--- config.mk ---
export PLATFORM = sky130hd
export DESIGN_NAME = ps2_key_decoder
export DESIGN_NICKNAME = d
export VERILOG_FILES = /design/src/rtl/ps2_key_decoder_pkg.sv /design/src/rtl/ps2_scancode_map.sv /design/src/rtl/ps2_key_decoder.sv
export SDC_FILE = /design/constraint.sdc
export NUM_CORES = 1
export LEC_CHECK = 0
export ABC_AREA = 0
export CORE_UTILIZATION = 45
export DETAILED_ROUTE_END_ITERATION = 16
export PLACE_DENSITY = 0.67
export SLEW_MARGIN = 20
export SYNTH_ARGS = -nofsm -noshare
export SYNTH_HDL_FRONTEND = slang
export SYNTH_SLANG_ARGS = --single-unit
--- constraint.sdc ---
create_clock -name pclk -period 2.51 [get_ports pclk]
set_input_delay 0.6275 -clock pclk [delete_from_list [all_inputs] [get_ports pclk]]
set_output_delay 0.6275 -clock pclk [all_outputs]
set_load 0.01 [all_outputs]
--- src/rtl/ps2_key_decoder_pkg.sv ---
// Shared scan-code set 2 constants, key-bit positions and decoder state encoding
// for the PS/2 key decoder.
package ps2_key_decoder_pkg;

  localparam logic [7:0] SC_EXT          = 8'hE0;
  localparam logic [7:0] SC_BRK          = 8'hF0;
  localparam logic [7:0] SC_PAUSE        = 8'hE1;
  localparam logic [7:0] SC_ERR_LO       = 8'h00;
  localparam logic [7:0] SC_ERR_HI       = 8'hFF;
  localparam logic [7:0] SC_BAT_OK       = 8'hAA;
  localparam logic [7:0] SC_BAT_FAIL     = 8'hFC;
  localparam logic [7:0] SC_FAKE_SHIFT_L = 8'h12;
  localparam logic [7:0] SC_FAKE_SHIFT_R = 8'h59;
  localparam logic [7:0] SC_UP           = 8'h75;
  localparam logic [7:0] SC_DOWN         = 8'h72;
  localparam logic [7:0] SC_LEFT         = 8'h6B;
  localparam logic [7:0] SC_RIGHT        = 8'h74;
  localparam logic [7:0] SC_ENTER        = 8'h5A;
  localparam logic [7:0] SC_ESC          = 8'h76;

  // Bit positions match the main FSM's one-hot key encoding.
  localparam int unsigned KEY_UP    = 0;
  localparam int unsigned KEY_DOWN  = 1;
  localparam int unsigned KEY_LEFT  = 2;
  localparam int unsigned KEY_RIGHT = 3;
  localparam int unsigned KEY_ENTER = 4;
  localparam int unsigned KEY_ESC   = 5;
  localparam int unsigned KEY_W     = 6;

  // Bytes following E1 in the Pause make sequence (E1 14 77 E1 F0 14 F0 77).
  localparam logic [2:0] PAUSE_TAIL = 3'd7;

  typedef enum logic [2:0] {
    StIdle,
    StExt,
    StBrk,
    StExtBrk,
    StSkip
  } state_e;

  function automatic logic is_clear_code(input logic [7:0] b);
    return (b == SC_ERR_LO) || (b == SC_ERR_HI) || (b == SC_BAT_OK) || (b == SC_BAT_FAIL);
  endfunction

endpackage

--- src/rtl/ps2_scancode_map.sv ---
// Combinational lookup of (scan byte, extended flag) to a one-hot key bit;
// zero for keys the game does not use.
module ps2_scancode_map
  import ps2_key_decoder_pkg::*;
(
  input  logic [7:0]        code_i,
  input  logic              ext_i,
  output logic [KEY_W-1:0]  key_o
);

  always_comb begin
    key_o = '0;
    case (code_i)
      SC_UP:    key_o[KEY_UP]    = ext_i;
      SC_DOWN:  key_o[KEY_DOWN]  = ext_i;
      SC_LEFT:  key_o[KEY_LEFT]  = ext_i;
      SC_RIGHT: key_o[KEY_RIGHT] = ext_i;
      // Main-block and keypad Enter both count as ENTER.
      SC_ENTER: key_o[KEY_ENTER] = 1'b1;
      SC_ESC:   key_o[KEY_ESC]   = ~ext_i;
      default:  key_o = '0;
    endcase
  end

endmodule

--- src/rtl/ps2_key_decoder.sv ---
// PS/2 set-2 byte stream to held-key vector and last-make keycode, with
// prefix tracking, Pause discard, prefix timeout and error/BAT clear.
module ps2_key_decoder
  import ps2_key_decoder_pkg::*;
#(
  parameter int unsigned TIMEOUT_CYCLES = 6500000
) (
  input  logic              pclk,
  input  logic              rst,
  input  logic [7:0]        rx_data,
  input  logic              rx_valid,
  output logic [KEY_W-1:0]  key,
  output logic [7:0]        keycode,
  output logic              key_event,
  output logic              seq_error
);

  localparam int unsigned CntW = (TIMEOUT_CYCLES > 1) ? $clog2(TIMEOUT_CYCLES) : 1;
  localparam logic [CntW-1:0] CntLast = CntW'(TIMEOUT_CYCLES - 1);

  state_e            state_q, state_d, state_eff;
  logic [CntW-1:0]   tmo_cnt_q, tmo_cnt_d;
  logic [2:0]        skip_q, skip_d;
  logic [KEY_W-1:0]  key_q, key_d;
  logic [7:0]        keycode_q, keycode_d;
  logic              keycode_ext_q, keycode_ext_d;
  logic              key_event_q, key_event_d;
  logic              seq_error_q, seq_error_d;
  logic              timeout;
  logic              ext;
  logic [KEY_W-1:0]  map_key;

  assign timeout = (state_q != StIdle) && (tmo_cnt_q == CntLast);
  // On expiry the current byte (if any) is decoded as though already in IDLE.
  assign state_eff = timeout ? StIdle : state_q;
  assign ext = (state_eff == StExt) || (state_eff == StExtBrk);

  ps2_scancode_map u_map (
    .code_i (rx_data),
    .ext_i  (ext),
    .key_o  (map_key)
  );

  always_comb begin
    state_d       = state_eff;
    skip_d        = skip_q;
    key_d         = key_q;
    keycode_d     = keycode_q;
    keycode_ext_d = keycode_ext_q;
    seq_error_d   = timeout;

    if (rx_valid) begin
      if (is_clear_code(rx_data)) begin
        key_d         = '0;
        keycode_d     = '0;
        keycode_ext_d = 1'b0;
        seq_error_d   = 1'b1;
        state_d       = StIdle;
      end else begin
        case (state_eff)
          StIdle: begin
            if (rx_data == SC_EXT) begin
              state_d = StExt;
            end else if (rx_data == SC_BRK) begin
              state_d = StBrk;
            end else if (rx_data == SC_PAUSE) begin
              state_d = StSkip;
              skip_d  = PAUSE_TAIL;
            end else begin
              key_d         = key_q | map_key;
              keycode_d     = rx_data;
              keycode_ext_d = 1'b0;
            end
          end
          StExt: begin
            if (rx_data == SC_BRK) begin
              state_d = StExtBrk;
            end else begin
              state_d = StIdle;
              if (rx_data != SC_FAKE_SHIFT_L && rx_data != SC_FAKE_SHIFT_R) begin
                key_d         = key_q | map_key;
                keycode_d     = rx_data;
                keycode_ext_d = 1'b1;
              end
            end
          end
          StBrk, StExtBrk: begin
            state_d = StIdle;
            key_d   = key_q & ~map_key;
            if (rx_data == keycode_q && ext == keycode_ext_q) begin
              keycode_d = '0;
            end
          end
          StSkip: begin
            skip_d = skip_q - 3'd1;
            if (skip_q <= 3'd1) begin
              state_d = StIdle;
            end
          end
          default: state_d = StIdle;
        endcase
      end
    end

    tmo_cnt_d   = (rx_valid || state_d == StIdle) ? '0 : tmo_cnt_q + CntW'(1);
    key_event_d = (key_d != key_q);
  end

  always_ff @(posedge pclk) begin
    if (rst) begin
      state_q       <= StIdle;
      tmo_cnt_q     <= '0;
      skip_q        <= '0;
      key_q         <= '0;
      keycode_q     <= '0;
      keycode_ext_q <= 1'b0;
      key_event_q   <= 1'b0;
      seq_error_q   <= 1'b0;
    end else begin
      state_q       <= state_d;
      tmo_cnt_q     <= tmo_cnt_d;
      skip_q        <= skip_d;
      key_q         <= key_d;
      keycode_q     <= keycode_d;
      keycode_ext_q <= keycode_ext_d;
      key_event_q   <= key_event_d;
      seq_error_q   <= seq_error_d;
    end
  end

  assign key       = key_q;
  assign keycode   = keycode_q;
  assign key_event = key_event_q;
  assign seq_error = seq_error_q;

endmodule

# Yosys cells after proc, flatten, opt, wreduce, memory -nomap -nowiden
# Cells that the tools add are included.
dict set report op_classes {
  addsub 2
  n_lt_le_gt_ge 1
  eq_ne 31
  mux 44
  n_bitwise 5
  reduce_logical 20
}
# op n
set ops {}
lappend ops {{$mux W8} 7}
lappend ops {{$eq A8 B7 Y1 const B} 6}
lappend ops {{$eq A8 B8 Y1 const B} 6}
lappend ops {{$mux W6} 7}
lappend ops {{$mux W3} 10}
lappend ops {{$pmux W8 S3} 1}
lappend ops {{$add A23 B1 Y23 const B} 1}
lappend ops {{$eq A23 B23 Y1 const B} 1}
lappend ops {{$pmux W6 S3} 1}
lappend ops {{$ne A3 B3 Y1 const B} 5}
lappend ops {{$mux W1} 14}
lappend ops {{$pmux W3 S3} 1}
lappend ops {{$eq A8 B8 Y1} 1}
lappend ops {{$logic_not A8 Y1} 1}
lappend ops {{$ne A8 B5 Y1 const B} 1}
lappend ops {{$ne A8 B7 Y1 const B} 1}
lappend ops {{$reduce_and A8 Y1} 1}
lappend ops {{$reduce_and A7 Y1} 1}
lappend ops {{$and A6 B6 Y6} 1}
lappend ops {{$eq A3 B2 Y1 const B} 2}
lappend ops {{$logic_not A3 Y1} 2}
lappend ops {{$ne A2 B2 Y1 const B} 3}
lappend ops {{$ne A6 B6 Y1} 1}
lappend ops {{$not A6 Y6} 1}
lappend ops {{18 further kinds} 27}
dict set report word_totals {
  register_bits 46
  out_inout_bits 16
  word_cells 111
}

# Longest topological paths before layout
# Gate-level depths: netlist (run 1).
dict set report depth {
  depth_word 15
  depth_mapped 9
  depth_no_buf 7
}

# Cells and area by module
# From an unflattened synthesis (run 1), not the netlist that was laid out.
dict set report unflattened {
  cells_unflattened 363
  hier_area_um2 3091.7
}
# module instances cells_each area_each_um2 seq_area_each_um2
set modules_own_cells {}
lappend modules_own_cells {ps2_key_decoder 1 349 2956.6 920.9}
lappend modules_own_cells {ps2_scancode_map 1 14 135.1 0.0}

# Worst setup path after synthesis (run 1)
# Ideal clock, no wire load.
dict set report synth_timing {
  path_type {in2reg}
  startpoint {in rx_data[2]}
  endpoint {reg keycode_q[0] (netlist: keycode[0])}
  setup_ns 0.132
  arrival_time_ns 2.105
  required_time_ns 2.378
  setup_slack_ns 0.273
  cell_stages 7
  path_buffers 1
  path_cell_list {buf_4 > nor4_2 > a22oi_1 > o31ai_4 > or2b_1 > o211ai_4 > mux2i_1}
}
dict set report synth_via {
  elab_chain_len 6
}
# element line_no
set synth_rtl {}
lappend synth_rtl {{start, declared} ps2_key_decoder.sv:10} ;# input logic [7:0] rx_data,
lappend synth_rtl {{$eq A8 B8 Y1 or $logic_not A8 Y1 (tied branches)} ps2_key_decoder_pkg.sv:42} ;# return (b == SC_ERR_LO) || (b == SC_ERR_HI) || (b == SC_BAT_OK) || (b == SC_BAT_FAIL);
lappend synth_rtl {{$logic_or A1 B1 Y1 (3 in series)} ps2_key_decoder_pkg.sv:42}
lappend synth_rtl {{$ne A3 B3 Y1 (no line) (tied with other cells)} --}
lappend synth_rtl {{$reduce_and A8 Y1 (no line)} --}
lappend synth_rtl {{end signal, assigned} ps2_key_decoder.sv:124} ;# keycode_q <= keycode_d;
lappend synth_rtl {{end, declared} ps2_key_decoder.sv:25} ;# logic [7:0] keycode_q, keycode_d;
# Several ways; a longest one is shown, not always the timed one.
# A chain may end at the register's enable or synchronous reset.

# Worst setup path after layout (run 1)
dict set report layout_timing {
  startpoint {in rx_data[5]}
  endpoint {reg key_event_q (netlist: key_event)}
}
dict set report layout_via {
  elab_chain_len 10
}
# element line_no
set layout_rtl {}
lappend layout_rtl {{$eq A8 B7 Y1} ps2_scancode_map.sv:13} ;# case (code_i)
lappend layout_rtl {{$mux W1} ps2_scancode_map.sv:13}
lappend layout_rtl {{$or A6 B6 Y6} {ps2_key_decoder.sv:70, ps2_key_decoder.sv:81}}
lappend layout_rtl {{$mux W6} ps2_key_decoder.sv:66} ;# end else if (rx_data == SC_PAUSE) begin
lappend layout_rtl {{$mux W6} ps2_key_decoder.sv:64} ;# end else if (rx_data == SC_BRK) begin
lappend layout_rtl {{$mux W6} ps2_key_decoder.sv:62} ;# if (rx_data == SC_EXT) begin
lappend layout_rtl {{$pmux W6 S3} ps2_key_decoder.sv:60} ;# case (state_eff)
lappend layout_rtl {{$mux W6 (*)} ps2_key_decoder.sv:53} ;# if (is_clear_code(rx_data)) begin
lappend layout_rtl {{$mux W6 (*)} ps2_key_decoder.sv:52} ;# if (rx_valid) begin
lappend layout_rtl {{$ne A6 B6 Y1 (*)} ps2_key_decoder.sv:106} ;# key_event_d = (key_d != key_q);
lappend layout_rtl {{end signal, assigned} ps2_key_decoder.sv:126} ;# key_event_q <= key_event_d;
lappend layout_rtl {{end, declared} ps2_key_decoder.sv:27} ;# logic key_event_q, key_event_d;
# Every way passes the cells marked *; elsewhere a longest branch is shown, timed or not.

==> out/results.ini, run 1 <==
[run_status]
outcome=finished, final reports clean

[min_path]
hp-start=tmo_cnt_q[0]
min_path_type=flip-flop to flip-flop
hold_end=tmo_cnt_q[0]
holdPathStages=1

[die]
boundaryPins=27
start_util_pct=47.6
die_h_um=81.8
die_area_sq_mm=0.00669
die_w_um=81.8
row_count=28
core_sq_mm=0.00603

[pwr]
internal_power_uw=1020
pwr-share-clk_pct=33.6
switching_power_uw=360
total_power_uw=1380
swShare_pct=26.0
p_leak_uw=0.00131
ir_worst_vdd_uv=252
p_comb_share_pct=12.5
power_density_mw_per_mm2=386
seq_power_share_pct=54.0

[cells_and_area]
final_cell_mix=buf_4 (48), dfxtp_1 (46), nor2_1 (42)
fill_cells=564
nets=415
diodes=0
final_common_cell=buf_4
drive_above_1_share_pct=19.9
area.growth.synth_to_final_pct=25.1

[detailed_routing]
via_count=2678
antenna_left=0
wl_mm=7.09
drt-pass1-iter-count=4
routed_via_density=5.61
drc=0
post_drt_wl_per_cell_um=14.9
initialDrtViolationCount=192

[synth]
synth_top_cell_area_share_pct=32.1
synth-edff-count=0
synth_flop_cell=dfxtp_1
synthSimpleGateAreaFrac_pct=33.5
synthMuxAreaShare_pct=3.54
synth_nets=356
synth_top_family_by_area=simple AND/OR/NAND/NOR gates
syn_area_per_cell_sq_um=8.38
ys_ff_latch=46
yosysSeqAreaShare_pct=32.1
yosysTopAreaCell=dfxtp_1
synth_warnings=0
synth_area_sq_mm=0.00287
synth_xor_area_share_pct=9.17
synthCells=342
synth_area_leaders=dfxtp_1 (32%), xor2_1 (5.8%), nor2_1 (5.5%)
async_flop_share_pct=0
yosys.area_share.adder_pct=1.31
synth_cell_types=65
synth_compound_area_share_pct=15.2

[clocking]
clkTransAtPathRegs_ns=0.09
cts_tree=yes
cts_hold_buf=0
clk_latency_ns=0.30
post_cts.repair.setup_buffers=0
root_buffer=clkbuf_8
htreeDepth=2
cts.sinks=46
cts_inserted_buffers=5
cts_resized=0
ctsLongestPathBuffers=2

[timing]
setup_viol=0
fmax_mhz=402
layout_worst_path_cycle_share_pct=99.0
fin_skew_ns=0.0110
maxSlewHeadroom_pct=57.1
finalHoldViolations=0
finalWorstSetupSlack_ns=0.0243
fin_setup_tns_ns=0
period_needed_ns=2.49
final_max_slew_viol_count=0
worst_slew_pin_slew_ns=0.643

[critical_path]
path_class=input port to flip-flop
required_ns=2.74
path_cells=clkdlybuf4s50_1 -> nor4_1 -> a22oi_2 -> o31ai_4 -> buf_4 -> o21ai_1 -> o2111a_1 -> a41oi_1
reg2reg_to=skip_q[2]
reg2reg_from=tmo_cnt_q[0]
max_stage_delay_ns=0.51
crit_slowest_cell=clkdlybuf4s50_1
reg2reg_depth=8
cp.arrival_ns=2.71
cp_max_fo=7
reg2reg_slack_ns=0.24
endpoint_kind=flip-flop
cp-start-kind=input port

[placed_design]
gp_congestion=0.887
preCtsSetupSlack_ns=-0.265
io_buffer_count=26
dpl.hpwl_mm=5.16

[global_routing]
grt_pass1_vias=2540
antenna_found_initial=0
grt_overflow=0
grt_pass1_wl_mm=11.8
grt_max_degree=24
grt_usage_pct=22.7

[flow_run]
cap_violations=0

-- through the flow --
step / hold WS [ns] / area [sq um] / cells / util [%]
after CTS: 0.474 / 3550 / 477 / 59.0
after global routing: 0.503 / 3590 / 477 / 59.5
after global placement: 0.443 / 3470 / 469 / 57.5
after floorplan: 0.430 / 2870 / 342 / -
after detailed placement: 0.453 / 3470 / 469 / 57.5
final: 0.467 / 3590 / 477 / 59.5
-- worst max-delay path by stage --
stage	from	to	slack (ns)	cells after the start
2_1_floorplan	rx_data[2]	keycode[0]	0.27	7
3_3_place_gp	rx_data[2]	skip_q[2]	-0.23	8
3_5_place_dp	rx_data[2]	skip_q[2]	-0.27	8
4_1_cts	rx_data[2]	skip_q[2]	0.004	8
5_1_grt	rx_data[5]	key_event	-0.08	8
6_report	rx_data[5]	key_event	0.02	8
-- area by class of cell --
cell class	count	area, sq um	share of cell area (%)
Multi-Input combinational cell	265	1830	50.9
Clock buffer	5	68.8	1.92
Timing Repair Buffer	74	626	17.4
Tap cell	75	93.8	2.62
Clock inverter	3	18.8	0.523
Sequential cell	46	921	25.7
Inverter	9	33.8	0.942
-- flip-flops by register name (all words and copies together) (netlist names) --
name,flops
skip_q,3
key,6
tmo_cnt_q,23
keycode_ext_q,1
key_event,1
seq_error,1
state_q,3
keycode,8
-- power groups by stage --
stage	sequential [uW]	combinational, uW	clock [uW]
finish	747	172	465
global route	748	186	511
CTS	747	167	475
detailed placement	764	166	0
global placement	763	165	0
floorplan	766	82.0	0
-- routing by layer --
layer	wire, um	track usage, %
met1	3230	29.4
met4	71	5.96
met2	3400	38.6
met3	392	4.00
met5	0	0
-- cell usage after synthesis, drive strengths merged, types with 9 or more instances --
master  number
dfxtp       46
nor2        42
nand2       24
xor2        19
a21oi       17
nand3       16
nor3        14
nand2b      13
buf         12
nand4       11
xnor2       11
clkbuf      10
inv          9
mux2i        9
-- worst max-delay path, delay by kind of cell --
kind                   cells  cell delay (ns)
AO/OA/AOI/OAI              5             0.97
buffers and inverters      2             0.72
AND/OR/NAND/NOR            1             0.39
-- kinds of logic (layout without fill, tap and decap cells) --
kind of cell / Yosys count / after routing
AO/OA/AOI/OAI: 52 / 52
adder cells (fa/ha/maj): 3 / 3
multiplexers: 10 / 10
AND/OR/NAND/NOR: 170 / 170
flip-flops: 46 / 46
buffers and inverters: 31 / 91
XOR/XNOR: 30 / 30
No activity file was read; power rests on OpenSTA's default activity.
==> run 2: changes to the inputs <==
--- a/config.mk
+++ b/config.mk
@@ -6,6 +6,8 @@
 export NUM_CORES = 1
 export LEC_CHECK = 0
 export ABC_AREA = 0
+export CAP_MARGIN = 10
+export CORE_MARGIN = 4
 export CORE_UTILIZATION = 45
 export DETAILED_ROUTE_END_ITERATION = 16
 export PLACE_DENSITY = 0.67
==> out/results.ini, run 2 (synthesized netlist as in run 1, its figures left out) <==
[run_status]
outcome=finished, final reports clean

[global_routing]
antenna_found_initial=0  ; unchanged
grt_pass1_wl_mm=12.4  ; +5.1%
grt_pass1_vias=2691  ; +5.9%
grt_overflow=0  ; unchanged
grt_max_degree=24  ; unchanged
grt_usage_pct=19.8  ; -3.0 points

[cells_and_area]
stdcell_count=478  ; +0.21%
largest_reg_flops=23  ; unchanged
area.growth.synth_to_final_pct=27.1
final_cell_mix=buf_4 (48), dfxtp_1 (46), nor2_1 (41)
max_flop_register=tmo_cnt_q
final_common_cell=buf_4
utilization_pct=60.1  ; +0.58 points
diodes=0  ; unchanged
drive_above_1_share_pct=21.3  ; +1.4 points
nets=416  ; +0.24%

[critical_path]
path_cells=clkdlybuf4s50_1 -> or4b_4 -> a21oi_4 -> o211a_1 -> o31ai_4 -> o211ai_4 -> mux2i_1
cp.arrival_ns=2.64  ; -0.07 ns
crit_family=compound AO/OA/AOI/OAI gates
cp_max_fo=8  ; +1
max_stage_delay_ns=0.59  ; +0.08 ns
path_class=input port to flip-flop
required_ns=2.74  ; about the same
cp.depth=7  ; -1
crit_slowest_cell=or4b_4
reg2reg_depth=7  ; -1
endpoint_kind=flip-flop
crit_buf_inv=1  ; -1
cp-start-kind=input port

[clocking]
clkTransAtPathRegs_ns=0.09  ; about the same
ctsLongestPathBuffers=2  ; unchanged
clk_latency_ns=0.30  ; about the same
cts.sinks=46  ; unchanged
root_buffer=clkbuf_8
cts_inserted_buffers=5  ; unchanged
cts_hold_buf=0  ; unchanged
htreeDepth=2  ; unchanged
cts_tree=yes

[detailed_routing]
initialDrtViolationCount=257  ; +34%
drt-pass1-iter-count=4  ; unchanged
antenna_left=0  ; unchanged
drc=0  ; unchanged
via_count=2649  ; -1.1%
routed_via_density=5.54  ; -1.3%
post_drt_wl_per_cell_um=15.0  ; +1.0%
wl_mm=7.18  ; +1.3%

[die]
die_h_um=87.8  ; +7.3%
row_count=28  ; unchanged
die_w_um=87.8  ; +7.3%
core_sq_mm=0.00606  ; +0.58%
start_util_pct=47.3  ; -0.27 points
die_area_sq_mm=0.00771  ; +15%
boundaryPins=27  ; unchanged

[timing]
fmax_mhz=415  ; +3.0%
hold_ws_ns=0.470  ; +0.00347 ns
finalHoldViolations=0  ; unchanged
period_needed_ns=2.41  ; -0.0735 ns
final_max_slew_viol_count=0  ; unchanged
finalWorstSetupSlack_ns=0.0978  ; +0.0735 ns
layout_worst_path_cycle_share_pct=96.1  ; -2.9 points
fin_skew_ns=0.0113  ; +0.000297 ns
maxSlewHeadroom_pct=54.2  ; -3.0 points
rsz0062_at_grt=yes
setup_viol=0  ; unchanged
worst_slew_pin_slew_ns=0.687  ; +0.0436 ns

[pwr]
power_density_mw_per_mm2=387  ; +0.41%
p_leak_uw=0.00136  ; +4.0%
total_power_uw=1410  ; +2.0%
ir_worst_vdd_uv=292  ; +16%

[placed_design]
dpl.hpwl_mm=5.32  ; +3.1%
preCtsSetupSlack_ns=-0.277  ; -0.0114 ns
io_buffer_count=26  ; unchanged
place_inst=468  ; -0.21%
gp_congestion=0.881  ; -0.67%

[flow_run]
cap_violations=0  ; unchanged

[min_path]
min_path_type=flip-flop to flip-flop
holdPathStages=1  ; unchanged

==> run 2: changes by cell type in the layout (fill, tap and decap cells not counted), moves of 2 or more <==
cell             change
clkdlybuf4s50_1      -5
nor3_4               -2
nor4_2               +3
clkinv_2             -2
nor4_1               -3
nor3_2               +3
dlymetal6s2s_1       +5
==> run 2: report_power, final <==
group / total, uW / internal [uW] / switching, uW / leakage (uW)
clock: 491 / 228 / 263 / 0.0000489
sequential: 747 / 738 / 8.63 / 0.000372
combinational: 173 / 90.7 / 82.7 / 0.000937
total: 1410 / 1060 / 354 / 0.00136
==> run 2: per-layer routing <==
layer	part of all wire, %	global-route usage [%]	vias to the layer above
li1	-	-	1340
met1	46	24.5	1263
met2	49	35.2	38
met3	3.5	3.76	8
met4	1.1	4.60	0
met5	0	0	-
==> run 2: path summary, 6_finish.rpt <==
path / endpoint / from / slack [ns]
max: keycode[1] / rx_data[2] / 0.1
min: tmo_cnt_q[0] / tmo_cnt_q[0] / 0.47
max reg2reg: keycode[1] / tmo_cnt_q[0] / 0.28
min reg2reg: tmo_cnt_q[0] / tmo_cnt_q[0] / 0.47
==> run 2: repair_timing <==
action | 4_1_cts | 5_1_grt
resized for setup | 0 | 16
setup endpoints to repair | 0 | 14
setup buffers | 0 | 2
==> run 2: per-stage QoR <==
stage | area, sq um | setup TNS, ns
detailed placement | 3470 | -3.89
global route | 3640 | -0.000980
global placement | 3470 | -3.31
finish | 3640 | 0
CTS | 3570 | 0
floorplan | 2870 | 0
==> run 2: layout make-up <==
cell class	instances	area, sq um
clock inverters	1	8.76
flip-flops and latches	46	921
repair buffers	75	658
multi-input cells	265	1840
well taps	75	93.8
inverters	9	33.8
fillers	537	2420
clock buffers	7	86.3
==> run 2: worst register-to-register path: cells and delay by family, from the launching register on <==
family                     cells  cell delay (ns)
and+or+nand+nor                2             0.53
muxes                          1             0.17
DFF                            1             0.37
adders and majority gates      1             0.24
AOI/OAI and AO/OA              3             0.81
